<file path="config.mk">
export PLATFORM = sky130hd
export DESIGN_NAME = uart_hex_rx_flat
export DESIGN_NICKNAME = d
export VERILOG_FILES = /design/src/rtl/uart_hex_rx_if.sv /design/src/rtl/uart_hex_rx.sv /design/src/flat_wrapper.sv
export SDC_FILE = /design/constraint.sdc
export NUM_CORES = 1
export LEC_CHECK = 0
export BUFFER_PORTS_ARGS = -buffer_cell sky130_fd_sc_hd__buf_4
export CORE_MARGIN = 2
export CORE_UTILIZATION = 35
export CTS_CLUSTER_SIZE = 40
export DETAILED_ROUTE_END_ITERATION = 12
export GPL_TIMING_DRIVEN = 0
export SLEW_MARGIN = 20
export SYNTH_ARGS = -nofsm -noshare
export SYNTH_HDL_FRONTEND = slang
export SYNTH_SLANG_ARGS = --single-unit
</file>
<file path="constraint.sdc">
create_clock -name clk -period 5 [get_ports clk]
set_input_delay 1 -clock clk [delete_from_list [all_inputs] [get_ports clk]]
set_output_delay 1 -clock clk [all_outputs]
set_load 0.005 [all_outputs]
</file>
<file path="src/rtl/uart_hex_rx_if.sv">
// Chunk handoff between the hex receiver (master) and its consumer (slave).
// A transfer happens on any cycle where chunk_valid and chunk_ready are both high.
interface uart_hex_rx_if #(
  parameter int width = 576
);
  logic [width-1:0] chunk;
  logic             chunk_valid;
  logic             chunk_ready;

  modport master (output chunk, output chunk_valid, input chunk_ready);
  modport slave  (input chunk, input chunk_valid, output chunk_ready);
endinterface

</file>
<file path="src/rtl/uart_hex_rx.sv">
// 8N1 UART receiver that decodes ASCII hex characters into nibbles and packs
// them into width-bit chunks, first character in chunk[3:0].
//
// state   | meaning
// S_IDLE  | line idle, waiting for a low level on rxs
// S_START | half a bit into the start bit, confirm it is still low
// S_DATA  | sampling the 8 data bits, LSB first
// S_STOP  | sampling the stop bit
// S_BREAK | stop bit was low, wait for the line to return high
module uart_hex_rx #(
  parameter int clk_freq = 100000000,
  parameter int baud     = 9600,
  parameter int width    = 576
) (
  input  logic          clk,
  input  logic          reset,
  input  logic          rx,
  output logic [7:0]    rx_byte,
  output logic          byte_valid,
  output logic          framing_error,
  output logic          bad_char,
  output logic          overflow,
  uart_hex_rx_if.master cif
);

  localparam int cycles_per_bit = clk_freq / baud;
  localparam int half_bit       = cycles_per_bit / 2;
  localparam int nibbles        = width / 4;
  localparam int tmr_w          = $clog2(cycles_per_bit + 1);
  localparam int n_w            = $clog2(nibbles + 1);
  localparam int idx_w          = $clog2(width);
  localparam logic [tmr_w-1:0] tmr_bit  = tmr_w'(cycles_per_bit - 1);
  localparam logic [tmr_w-1:0] tmr_half = tmr_w'(half_bit - 1);
  localparam logic [n_w-1:0]   n_last   = n_w'(nibbles - 1);

  typedef enum logic [2:0] {S_IDLE, S_START, S_DATA, S_STOP, S_BREAK} rx_state_t;

  rx_state_t        state, state_next;
  logic [1:0]       sync_q;
  logic             rxs;
  logic [tmr_w-1:0] tmr, tmr_next;
  logic [2:0]       bit_cnt, bit_cnt_next;
  logic [7:0]       shift, shift_next;
  logic             load_byte, stop_bad;

  logic [width-1:0] chunk_q;
  logic             cv_q;
  logic [n_w-1:0]   n, n_eff;
  logic [idx_w-1:0] wr_base;
  logic             xfer, is_hex, is_ws;
  logic [3:0]       nib;

  assign rxs             = sync_q[1];
  assign cif.chunk       = chunk_q;
  assign cif.chunk_valid = cv_q;

  always_ff @(posedge clk) begin
    if (reset) begin
      sync_q  <= 2'b11;
      state   <= S_IDLE;
      tmr     <= '0;
      bit_cnt <= '0;
      shift   <= '0;
    end else begin
      sync_q  <= {sync_q[0], rx};
      state   <= state_next;
      tmr     <= tmr_next;
      bit_cnt <= bit_cnt_next;
      shift   <= shift_next;
    end
  end

  // The bit timer is a down-counter; every sample happens at terminal count.
  always_comb begin
    state_next   = state;
    tmr_next     = tmr;
    bit_cnt_next = bit_cnt;
    shift_next   = shift;
    load_byte    = 1'b0;
    stop_bad     = 1'b0;
    case (state)
      S_IDLE: begin
        if (!rxs) begin
          state_next = S_START;
          tmr_next   = tmr_half;
        end
      end
      S_START: begin
        if (tmr == '0) begin
          if (rxs) begin
            state_next = S_IDLE;
          end else begin
            state_next   = S_DATA;
            tmr_next     = tmr_bit;
            bit_cnt_next = '0;
          end
        end else begin
          tmr_next = tmr - 1'b1;
        end
      end
      S_DATA: begin
        if (tmr == '0) begin
          shift_next   = {rxs, shift[7:1]};
          tmr_next     = tmr_bit;
          bit_cnt_next = bit_cnt + 3'd1;
          if (bit_cnt == 3'd7) state_next = S_STOP;
        end else begin
          tmr_next = tmr - 1'b1;
        end
      end
      S_STOP: begin
        if (tmr == '0) begin
          if (rxs) begin
            load_byte  = 1'b1;
            state_next = S_IDLE;
          end else begin
            stop_bad   = 1'b1;
            state_next = S_BREAK;
          end
        end else begin
          tmr_next = tmr - 1'b1;
        end
      end
      S_BREAK: begin
        if (rxs) state_next = S_IDLE;
      end
      default: state_next = S_IDLE;
    endcase
  end

  always_ff @(posedge clk) begin
    if (reset) begin
      rx_byte       <= '0;
      byte_valid    <= 1'b0;
      framing_error <= 1'b0;
    end else begin
      byte_valid    <= load_byte;
      framing_error <= stop_bad;
      if (load_byte) rx_byte <= shift;
    end
  end

  // A transfer in the same cycle frees the chunk before the new nibble lands.
  always_comb begin
    is_hex  = 1'b0;
    is_ws   = 1'b0;
    nib     = 4'd0;
    xfer    = cv_q & cif.chunk_ready;
    n_eff   = xfer ? '0 : n;
    wr_base = idx_w'({n_eff, 2'b00});
    if (rx_byte >= 8'h30 && rx_byte <= 8'h39) begin
      is_hex = 1'b1;
      nib    = rx_byte[3:0];
    end else if ((rx_byte >= 8'h41 && rx_byte <= 8'h46) ||
                 (rx_byte >= 8'h61 && rx_byte <= 8'h66)) begin
      is_hex = 1'b1;
      nib    = rx_byte[3:0] + 4'd9;
    end else if (rx_byte == 8'h20 || rx_byte == 8'h09 ||
                 rx_byte == 8'h0A || rx_byte == 8'h0D) begin
      is_ws = 1'b1;
    end
  end

  always_ff @(posedge clk) begin
    if (reset) begin
      chunk_q  <= '0;
      cv_q     <= 1'b0;
      n        <= '0;
      bad_char <= 1'b0;
      overflow <= 1'b0;
    end else begin
      bad_char <= byte_valid & ~is_hex & ~is_ws;
      overflow <= byte_valid & is_hex & cv_q & ~xfer;
      if (xfer) begin
        cv_q <= 1'b0;
        n    <= '0;
      end
      if (byte_valid && is_hex && !(cv_q && !xfer)) begin
        chunk_q[wr_base +: 4] <= nib;
        if (n_eff == n_last) begin
          cv_q <= 1'b1;
          n    <= '0;
        end else begin
          n <= n_eff + 1'b1;
        end
      end
    end
  end

endmodule
</file>
<file path="src/flat_wrapper.sv">
// flat-port wrapper written by rule: the top's interface ports become plain ports
module uart_hex_rx_flat 
#(
  parameter int clk_freq = 100000000,
  parameter int baud     = 9600,
  parameter int width    = 576
)
  (clk, reset, rx, rx_byte, byte_valid, framing_error, bad_char, overflow, cif_chunk, cif_chunk_valid, cif_chunk_ready);
  uart_hex_rx_if #(.width(width)) cif_i ();
  input  logic clk;
  input  logic reset;
  input  logic rx;
  output logic [7:0] rx_byte;
  output logic byte_valid;
  output logic framing_error;
  output logic bad_char;
  output logic overflow;
  output wire logic [$bits(cif_i.chunk)-1:0] cif_chunk;
  output wire logic [$bits(cif_i.chunk_valid)-1:0] cif_chunk_valid;
  input wire logic [$bits(cif_i.chunk_ready)-1:0] cif_chunk_ready;
  assign cif_chunk = cif_i.chunk;
  assign cif_chunk_valid = cif_i.chunk_valid;
  assign cif_i.chunk_ready = cif_chunk_ready;
  uart_hex_rx #(.clk_freq(clk_freq), .baud(baud), .width(width)) u_core (.clk(clk), .reset(reset), .rx(rx), .rx_byte(rx_byte), .byte_valid(byte_valid), .framing_error(framing_error), .bad_char(bad_char), .overflow(overflow), .cif(cif_i));
endmodule
</file>
== Yosys cells after proc, flatten, opt, wreduce, memory -nomap -nowiden ==
Cells that the tools add are included.
W data, S select, Z words.

* Register bits: 627
* Bits of input ports: 4
* Output and inout port bits: 589
* Logic and storage cells: 114

* Add/subtract/negate cells: 5
* $lt $le $gt $ge: 6
* Equal/unequal tests: 19
* Shifts and indexed selects: 2
* Muxes and demuxes: 37
* Bitwise logic cells: 11
* Reductions and logical operators: 21

{| class="wikitable"
|+ Operator list
! cell !! count
|-
| $bwmux W576 || 1
|-
| $shift A4 B12 Y576 const A || 1
|-
| $shiftx A4 B12 Y576 || 1
|-
| $mux W14 || 5
|-
| $pmux W14 S4 || 1
|-
| $mux W3 || 10
|-
| $eq A8 B4 Y1 const B || 3
|-
| $mux W8 || 3
|-
| $ge A8 B7 Y1 const B || 2
|-
| $le A8 B7 Y1 const B || 2
|-
| $pmux W3 S5 || 1
|-
| $logic_not A14 Y1 || 1
|-
| $sub A14 B1 Y14 const B || 1
|-
| $mux W1 || 12
|-
| $neg A10 Y12 || 1
|-
| $ne A2 B1 Y1 const B || 5
|-
| $add A8 B1 Y8 const B || 1
|-
| $eq A8 B6 Y1 const B || 1
|-
| $eq A8 B8 Y1 const B || 1
|-
| $ge A8 B6 Y1 const B || 1
|-
| $le A8 B6 Y1 const B || 1
|-
| $mux W4 || 2
|-
| $reduce_and A4 Y1 || 2
|-
| $and A1 B1 Y1 || 6
|-
| 19 further kinds || 36
|}

== Depth between registers and ports, before layout ==
Gate-level depths: netlist of the first run.

* Depth in word-level cells: 9
* Depth in mapped cells: 13
* Depth with buffers taken out: 9

== Worst setup path before layout of the first run ==
OpenSTA, ideal clock, no wires.

* Path type: input to register
* Start point: input port cif_chunk_ready
* End point: register u_core.chunk_q[296], in the netlist u_core.cif.chunk[296]
* Setup time: 0.132 ns
* Arrival time: 3.517 ns
* Path slack: 1.350 ns
* Cell stages on the path: 13
* Buffers on the path: 5
* Cells stage by stage: buf_2 > nand2_2 > nand2_1 > ha_1 > clkbuf_1 > xnor2_1 > clkbuf_1 > and3_1 > buf_2 > and2_1 > clkbuf_1 > nand3_1 > mux2i_1

* Longest elaborated chain between the ends: 5

{| class="wikitable"
|+ RTL lines
! what !! line !! text
|-
| start, declared || flat_wrapper.sv:20 || <nowiki>input wire logic [$bits(cif_i.chunk_ready)-1:0] cif_chunk_ready;</nowiki>
|-
| $and A1 B1 Y1 (*) || uart_hex_rx.sv:148 || <nowiki>xfer = cv_q & cif.chunk_ready;</nowiki>
|-
| $mux W8 or $logic_not A1 Y1 (tied branches) || uart_hex_rx.sv:149, uart_hex_rx.sv:178 ||
|-
| $neg A10 Y12 or $logic_and A1 B1 Y1 (tied branches) || uart_hex_rx.sv:179, uart_hex_rx.sv:178 ||
|-
| $shiftx A4 B12 Y576, or another cell as far along || uart_hex_rx.sv:179 || <nowiki>chunk_q[wr_base +: 4] <= nib;</nowiki>
|-
| $bwmux W576 or $logic_and A1 B1 Y1 (tied branches) || uart_hex_rx.sv:179, uart_hex_rx.sv:178 ||
|-
| end signal, assigned by index || uart_hex_rx.sv:179 ||
|-
| end, declared || uart_hex_rx.sv:46 || <nowiki>logic [width-1:0] chunk_q;</nowiki>
|}

Mark *: on every way between the ends. The rest lies on a longest branch, timed or not.
A chain may end at the register's enable or synchronous reset.

== Worst setup path in the final report of the first run ==
* Start point: register u_core.cv_q, in the netlist u_core.cif.chunk_valid
* End point: register u_core.chunk_q[547], in the netlist u_core.cif.chunk[547]

* Longest elaborated chain between the ends: 5

{| class="wikitable"
|+ RTL lines
! what !! line !! text
|-
| start, declared || uart_hex_rx.sv:47 || <nowiki>logic cv_q;</nowiki>
|-
| start signal, assigned || uart_hex_rx.sv:167 || <nowiki>cv_q <= 1'b0;</nowiki>
|-
| start signal, assigned || uart_hex_rx.sv:175 || <nowiki>cv_q <= 1'b0;</nowiki>
|-
| start signal, assigned || uart_hex_rx.sv:181 || <nowiki>cv_q <= 1'b1;</nowiki>
|-
| $and A1 B1 Y1 || uart_hex_rx.sv:148 ||
|-
| $mux W8 or $logic_not A1 Y1 (tied branches) || uart_hex_rx.sv:149, uart_hex_rx.sv:178 ||
|-
| $neg A10 Y12 or $logic_and A1 B1 Y1 (tied branches) || uart_hex_rx.sv:179, uart_hex_rx.sv:178 ||
|-
| $shiftx A4 B12 Y576, or another cell as far along || uart_hex_rx.sv:179 ||
|-
| $bwmux W576 or $logic_and A1 B1 Y1 (tied branches) || uart_hex_rx.sv:179, uart_hex_rx.sv:178 ||
|}

Several ways; a longest one is shown, not always the timed one.

==> results by group, run 1 <==
Clock network
  – Clock latency on the worst-skew pair: 0.63 ns
  – CTS tree: built
  – Clock transition at path regs: 0.06 ns
  – Clock root cell: clkbuf_16
  – CTS Sinks: 627
  – Max Root-Sink Buffers: 3
  – CTS buffer count: 71
  – CTS Hold Bufs: 0
  – Setup Fix Bufs, Post-CTS: 0
  – H-tree Lvls: 3
  – Post_cts resized: 0

Detailed routing
  – Via/cell ratio: 5.34
  – DR iter-0 viols: 1980
  – DRC viols: 0
  – Drt pass-1 iters: 5
  – Routed wire length: 114000 um
  – ANT nets after route: 0
  – Routed wire length on met2: 53300 um
  – Drt wl/cell: 26.0 um
  – Met3 wire len: 8860 um
  – DRT met1 WL: 47800 um
  – DR top layer: met5
  – Via count: 23.5k

Die
  – Chip height: 272 um
  – Rows: 98
  – CORE AREA: 0.0712 mm^2
  – # IOs: 593
  – Initial Util: 35.2%
  – Die X: 272 um
  – Area of the die: 0.0738 mm^2

Setup path
  – CP endpoint kind: flop
  – Crit-path cells: nand2_2 -> nand2_1 -> ha_1 -> clkbuf_1 -> nor2b_1 -> a21oi_1 -> o21ai_1 -> and2_1 -> buf_2 -> nand2_1 -> mux2i_1
  – CP Buf/Inv Count: 2
  – CP max-delay cell: o21ai_1
  – R2R Path End: u_core.cif.chunk[547]$_SDFFE_PP0P_
  – Worst setup SP type: flop
  – Crit-path max FO: 10
  – CP delay by family, top: simple AND/OR/NAND/NOR gates
  – Arrival time at the worst endpoint: 5.23 ns
  – Largest stage delay on the critical path: 0.78 ns
  – WS Path Type: flop to flop
  – Reg-to-reg startpoint: u_core.cif.chunk_valid$_SDFF_PP0_
  – FF-to-FF path depth: 11
  – Critical Path Source: u_core.cif.chunk_valid$_SDFF_PP0_
  – Setup crit end: u_core.cif.chunk[547]$_SDFFE_PP0P_
  – Setup slack, reg-to-reg: 0.25 ns
  – Required @ worst endpoint: 5.48 ns
  – Most used cell, CP: nand2_1
  – CP Depth: 11

STA
  – Tmin final: 4.75 ns
  – RSZ-0062 raised after global routing: no
  – PnR worst setup slack: 0.248 ns
  – Fin Clk Skew: 0.0282 ns
  – Final TNS setup: 0 ns
  – Setup-failing EPs final: 0
  – Final Cycle Share: 95.0%
  – Maximum clock frequency: 210 MHz
  – Final hold vios: 0
  – Worst-Margin Slew: 1.28 ns
  – Max Slew Vio Count: 0
  – Max-slew headroom: 14.7%

Placed design
  – Setup WS pre-CTS: -0.246 ns
  – Post-Place Cells: 4266
  – Port-buffer cells: 591
  – Dpl hpwl: 87100 um
  – Placer congestion estimate: 0.937

Final layout
  – FILL cells: 6942
  – Share of layout cells above drive strength 1: 24.9%
  – ANT cells: 0
  – Seq. cell area: 0.0126 mm^2
  – Final cell count without fillers: 4396
  – Layout overhead on the synthesized area: 33.0%
  – Area of the multi-input gates: 0.0118 mm^2
  – Final-stage net count: 3404

Synth
  – Yosys warns: 0
  – Synth top area share: 50.0%
  – Mapped cell area: 0.0251 mm^2
  – Synth Net Count: 2726
  – Distinct cells, synth: 70
  – Post-Synth Adder-Cell Area: 0.549%
  – Mux cell area share after synthesis: 16.9%
  – Dominant combinational cell family by area after synthesis: simple AND/OR/NAND/NOR gates
  – Synth Flop Type: dfxtp_1
  – Compound-gate portion of the synthesized area: 9.33%
  – Number of synthesized flops with an enable pin: 0
  – Synth top cells by count: 631 x nand2_1, 627 x dfxtp_1, 419 x mux2i_1
  – Async SR Flop Fraction: 0%
  – Yosys reg bits: 627
  – Ranking of synthesized cells by area: dfxtp_1 50%, mux2i_1 17%, nand2_1 9.4%
  – Area leader, netlist: dfxtp_1
  – Post-synthesis sequential area ratio: 50.0%
  – Synth Instances: 2711
  – Post-synthesis simple-gate area fraction: 19.4%
  – Mapped Avg Cell Area: 9.25 um^2
  – Xor/xnor cell area share of the yosys netlist: 0.314%
  – Top-count cell post-synth: nand2_1

Global routing
  – Initial antenna violation count: 1
  – First-pass GRT wire length: 160000 um
  – Gr ovfl total: 0
  – All-layer global routing usage: 29.6%
  – Vias in the first global route: 22.3k
  – Largest net degree at the start of global routing: 15

Status
  – Status: finished clean

Power and ir drop
  – P_leak: 14.2 nW
  – Peak VDD IR: 289 uV
  – Pwr Density: 318 mW/mm^2

Worst hold path
  – HP Class: flop to flop
  – Hold path depth: 1

Job
  – Max Cap Violations: 0
## metal layers
layer	track usage [%]	vias to the layer above
li1	-	10800
met2	48.9	966
met5	0	-
met1	37.6	11500
met4	10.8	2
met3	7.05	196
## layout by cell type, fill, tap and decap left out, types with 13 or more instances in the layout
cell	instances
o21ai_1	14
nor2_1	69
nand3_1	142
a311oi_1	22
and2_1	19
clkbuf_8	16
nor3_2	25
clkinv_2	13
buf_2	39
o21ai_0	126
nand2_1	631
mux2i_1	419
a211oi_1	20
dfxtp_1	627
o211ai_1	68
clkbuf_1	157
nor3_1	41
a21oi_1	77
clkbuf_16	72
inv_1	13
buf_4	605
## cell type report
type,instances,area share [%]
multi-input combinational,1872,35.3
buffer,198,2.50
clock buffer,100,6.20
timing repair buffer,605,13.7
sequential,627,37.6
clock inverter,30,0.964
inverter,14,0.158
tap,950,3.56
## per-stage QoR
| stage | power, mW | instance area, um^2 | hold WS, ns | util (%) |
|---|---|---|---|---|
| 6_report | 10.6 | 33300 | 0.407 | 46.8 |
| 5_1_grt | 10.9 | 33300 | 0.428 | 46.8 |
| 4_1_cts | 10.6 | 33300 | 0.409 | 46.8 |
| 3_5_place_dp | 5.37 | 31000 | 0.395 | 43.4 |
| 3_3_place_gp | 5.37 | 30700 | 0.393 | 43.1 |
| 2_1_floorplan | 5.28 | 25100 | 0.389 | - |
## sequential cells by signal, summed over array words and instances (netlist names)
name	count
u_core.bad_char	1
u_core.bit_cnt	3
u_core.byte_valid	1
u_core.cif.chunk	576
u_core.cif.chunk_valid	1
u_core.framing_error	1
u_core.n	8
u_core.overflow	1
u_core.rx_byte	8
u_core.shift	8
u_core.state	3
u_core.sync_q	2
u_core.tmr	14
## where the power goes
group	internal [mW]	total, mW	switching, mW	leakage [nW]
logic	0.0526	0.252	0.199	7.99
registers	5.00	5.01	0.0109	5.05
clock network	3.08	5.33	2.26	1.16
## how the worst min path moves through the flow
stage	from	to	slack [ns]
finish	u_core.sync_q[0]$_SDFF_PP1_	u_core.sync_q[1]$_SDFF_PP1_	0.41
global route	u_core.sync_q[0]$_SDFF_PP1_	u_core.sync_q[1]$_SDFF_PP1_	0.43
floorplan	u_core.sync_q[0]$_SDFF_PP1_	u_core.sync_q[1]$_SDFF_PP1_	0.39
detailed placement	u_core.sync_q[0]$_SDFF_PP1_	u_core.sync_q[1]$_SDFF_PP1_	0.40
global placement	u_core.sync_q[0]$_SDFF_PP1_	u_core.sync_q[1]$_SDFF_PP1_	0.39
CTS	u_core.sync_q[0]$_SDFF_PP1_	u_core.sync_q[1]$_SDFF_PP1_	0.41
## cell families after synthesis
family / Yosys count
flip-flops: 627
buffers and inverters: 212
multiplexers: 422
AND/OR/NAND/NOR: 1053
XOR/XNOR: 9
adder cells (fa/ha/maj): 11
AO/OA/AOI/OAI: 377
Power figures use the tool's default switching activity.
==> inputs of run 2 (changes only) <==
--- a/config.mk
+++ b/config.mk
@@ -5,12 +5,14 @@
 export SDC_FILE = /design/constraint.sdc
 export NUM_CORES = 1
 export LEC_CHECK = 0
-export BUFFER_PORTS_ARGS = -buffer_cell sky130_fd_sc_hd__buf_4
+export ABC_AREA = 1
+export BUFFER_PORTS_ARGS = -buffer_cell sky130_fd_sc_hd__buf_2
 export CORE_MARGIN = 2
 export CORE_UTILIZATION = 35
 export CTS_CLUSTER_SIZE = 40
 export DETAILED_ROUTE_END_ITERATION = 12
 export GPL_TIMING_DRIVEN = 0
+export REMOVE_ABC_BUFFERS = 1
 export SLEW_MARGIN = 20
 export SYNTH_ARGS = -nofsm -noshare
 export SYNTH_HDL_FRONTEND = slang
==> run 2 against run 1 <==
Clock skew shrank 0.0088 ns. Utilization decreased by 2.5 points. Sequential share of layout area up 1.2 points. Clock power rose by 0.9%. Highest routed layer is now met4.
==> results by group, run 2 <==
Power and ir drop
  – Switching pwr: 2.71 mW
  – Comb power frac: 5.9%
  – Sequential fraction of design power: 45.9%
  – Overall power: 11.2 mW
  – Pwr Density: 345 mW/mm^2
  – Clock share of power: 48.2%
  – Int Pwr: 8.45 mW
  – Peak VDD IR: 241 uV
  – P_leak: 16.2 nW
  – Switching share of power: 24.3%

Global routing
  – All-layer global routing usage: 24.6%
  – Initial antenna violation count: 1
  – Vias in the first global route: 22.6k
  – First-pass GRT wire length: 142000 um
  – Largest net degree at the start of global routing: 151
  – Gr ovfl total: 0

Die
  – Area of the die: 0.0757 mm^2
  – CORE AREA: 0.0728 mm^2
  – # IOs: 593
  – Rows: 99
  – Chip height: 275 um
  – Initial Util: 35.3%
  – Die X: 275 um

Synth
  – Top-count cell post-synth: nand2_1
  – Synth Instances: 3586
  – Synth top cells by count: 705 x nand2_1, 662 x nor2_1, 627 x dfxtp_1
  – Yosys warns: 0
  – Area leader, netlist: dfxtp_1
  – Number of synthesized flops with an enable pin: 0
  – Yosys reg bits: 627
  – Ranking of synthesized cells by area: dfxtp_1 49%, nand2_1 10%, nor2_1 9.7%
  – Distinct cells, synth: 38
  – Synth Flop Type: dfxtp_1
  – Mapped cell area: 0.0257 mm^2
  – Mapped Avg Cell Area: 7.18 um^2
  – Synth top area share: 48.8%
  – Post-synthesis sequential area ratio: 48.8%
  – Async SR Flop Fraction: 0%

Final layout
  – Commonest non-fill, non-tap cells in the layout: 702 x nand2_1, 656 x nor2_1, 627 x dfxtp_1
  – Share of layout cells above drive strength 1: 20.1%
  – Most common cell after layout, fill and taps aside: nand2_1
  – Max FFs per register: 576
  – FILL cells: 7474
  – Seq. cell area: 0.0126 mm^2
  – ANT cells: 0
  – Final-stage net count: 4126
  – Area of the multi-input gates: 0.0111 mm^2
  – Layout overhead on the synthesized area: 25.5%

Detailed routing
  – Routed wire length: 97200 um
  – ANT nets after route: 0
  – Drt pass-1 iters: 5
  – DR iter-0 viols: 1770
  – DRC viols: 0
  – Via/cell ratio: 4.87
  – Drt wl/cell: 19.0 um
  – Via count: 25.0k

STA
  – RSZ-0062 raised after global routing: no
  – Max Slew Vio Count: 0
  – Final TNS setup: 0 ns
  – Final hold vios: 0
  – Maximum clock frequency: 208 MHz
  – Final Cycle Share: 96.2%
  – Hold WS: 0.406 ns
  – Setup-failing EPs final: 0
  – Worst-Margin Slew: 1.20 ns
  – Fin Clk Skew: 0.0194 ns
  – Tmin final: 4.81 ns
  – Max-slew headroom: 19.5%

Placed design
  – Port-buffer cells: 592
  – Placer congestion estimate: 0.823
  – Dpl hpwl: 67500 um

Clock network
  – Clock root cell: clkbuf_16
  – CTS Sinks: 627
  – Clock latency on the worst-skew pair: 0.61 ns
  – CTS buffer count: 71
  – CTS Hold Bufs: 0
  – Setup Fix Bufs, Post-CTS: 0
  – Clock transition at path regs: 0.06 ns
  – CTS tree: built
  – Max Root-Sink Buffers: 3
  – H-tree Lvls: 3

Setup path
  – WS Path Type: primary input to flop
  – FF-to-FF path depth: 13
  – Crit-path max FO: 19
  – Arrival time at the worst endpoint: 5.29 ns
  – CP endpoint kind: flop
  – Worst setup SP type: primary input
  – Required @ worst endpoint: 5.48 ns

Status
  – Status: finished clean

Worst hold path
  – HP Class: flop to flop
  – Hold path depth: 1

Job
  – Max Cap Violations: 0
==> run 2: worst max-delay path, cell delays in order <==
cell,delay (ns)
buf_2,0.11
nand2_2,0.30
inv_2,0.10
nor2_1,0.19
inv_1,0.11
ha_1,0.39
xor2_4,0.78
nand2_1,0.43
nor2_2,0.49
nand3_1,0.38
nor2_1,0.45
nand2_1,0.25
o21ai_0,0.21
nor2_1,0.06
==> run 2: final timing paths <==
check	to	from	slack [ns]
hold reg to reg	u_core.sync_q[1]$_SDFF_PP1_	u_core.sync_q[0]$_SDFF_PP1_	0.41
hold / removal	u_core.sync_q[1]$_SDFF_PP1_	u_core.sync_q[0]$_SDFF_PP1_	0.41
setup / recovery	u_core.cif.chunk[176]$_SDFFE_PP0P_	cif_chunk_ready	0.19
setup reg to reg	u_core.cif.chunk[176]$_SDFFE_PP0P_	u_core.cif.chunk_valid$_SDFF_PP0_	0.36
==> run 2: cell type report <==
| cell class | instances | share of cell area, % |
|---|---|---|
| tap | 959 | 3.72 |
| clock buffer | 102 | 6.43 |
| inverter | 379 | 4.49 |
| clock inverter | 26 | 1.02 |
| sequential | 627 | 38.9 |
| timing repair buffer | 617 | 11.1 |
| multi-input combinational | 2415 | 34.4 |
==> run 2: metrics by stage <==
step	std cells	setup WS (ns)	area (um^2)	util, %
6_report	5125	0.189	32300	44.3
5_1_grt	5125	0.0101	32300	44.3
4_1_cts	5125	0.218	32300	44.3
3_5_place_dp	4997	-0.427	29900	41.0
3_3_place_gp	4972	-5.85	29200	40.1
2_1_floorplan	3421	-0.161	25000	-
==> run 2: per-layer routing <==
layer / track usage, % / vias to the layer above / routed length [um]
met2: 41.1 / 837 / 45600
met4: 9.37 / 0 / 3420
met3: 6.25 / 158 / 7710
li1: - / 12500 / -
met5: 0 / - / 0
met1: 30.4 / 11400 / 40500
==> run 2: logic make-up after synthesis <==
group | synth area share [%]
adders and majority gates | 0.535
xor gates and xnor gates | 0.719
DFF | 48.8
and+or+nand+nor | 26.9
buffers and inverters | 8.33
AOI/OAI and AO/OA | 14.8
==> run 2: repair_timing <==
| action | 4_1_cts | 5_1_grt |
|---|---|---|
| endpoints found under the setup margin | 0 | 2 |
| hold endpoints to repair | 0 | 0 |
| resized for setup | 0 | 1 |
==> run 2: power by group through the flow <==
stage	combinational [mW]	clock, mW	sequential, mW
final	0.654	5.38	5.13
after floorplan	0.489	0	5.22
after global routing	0.741	5.70	5.13
after global placement	0.641	0	5.23
after detailed placement	0.646	0	5.23
after CTS	0.650	5.48	5.12
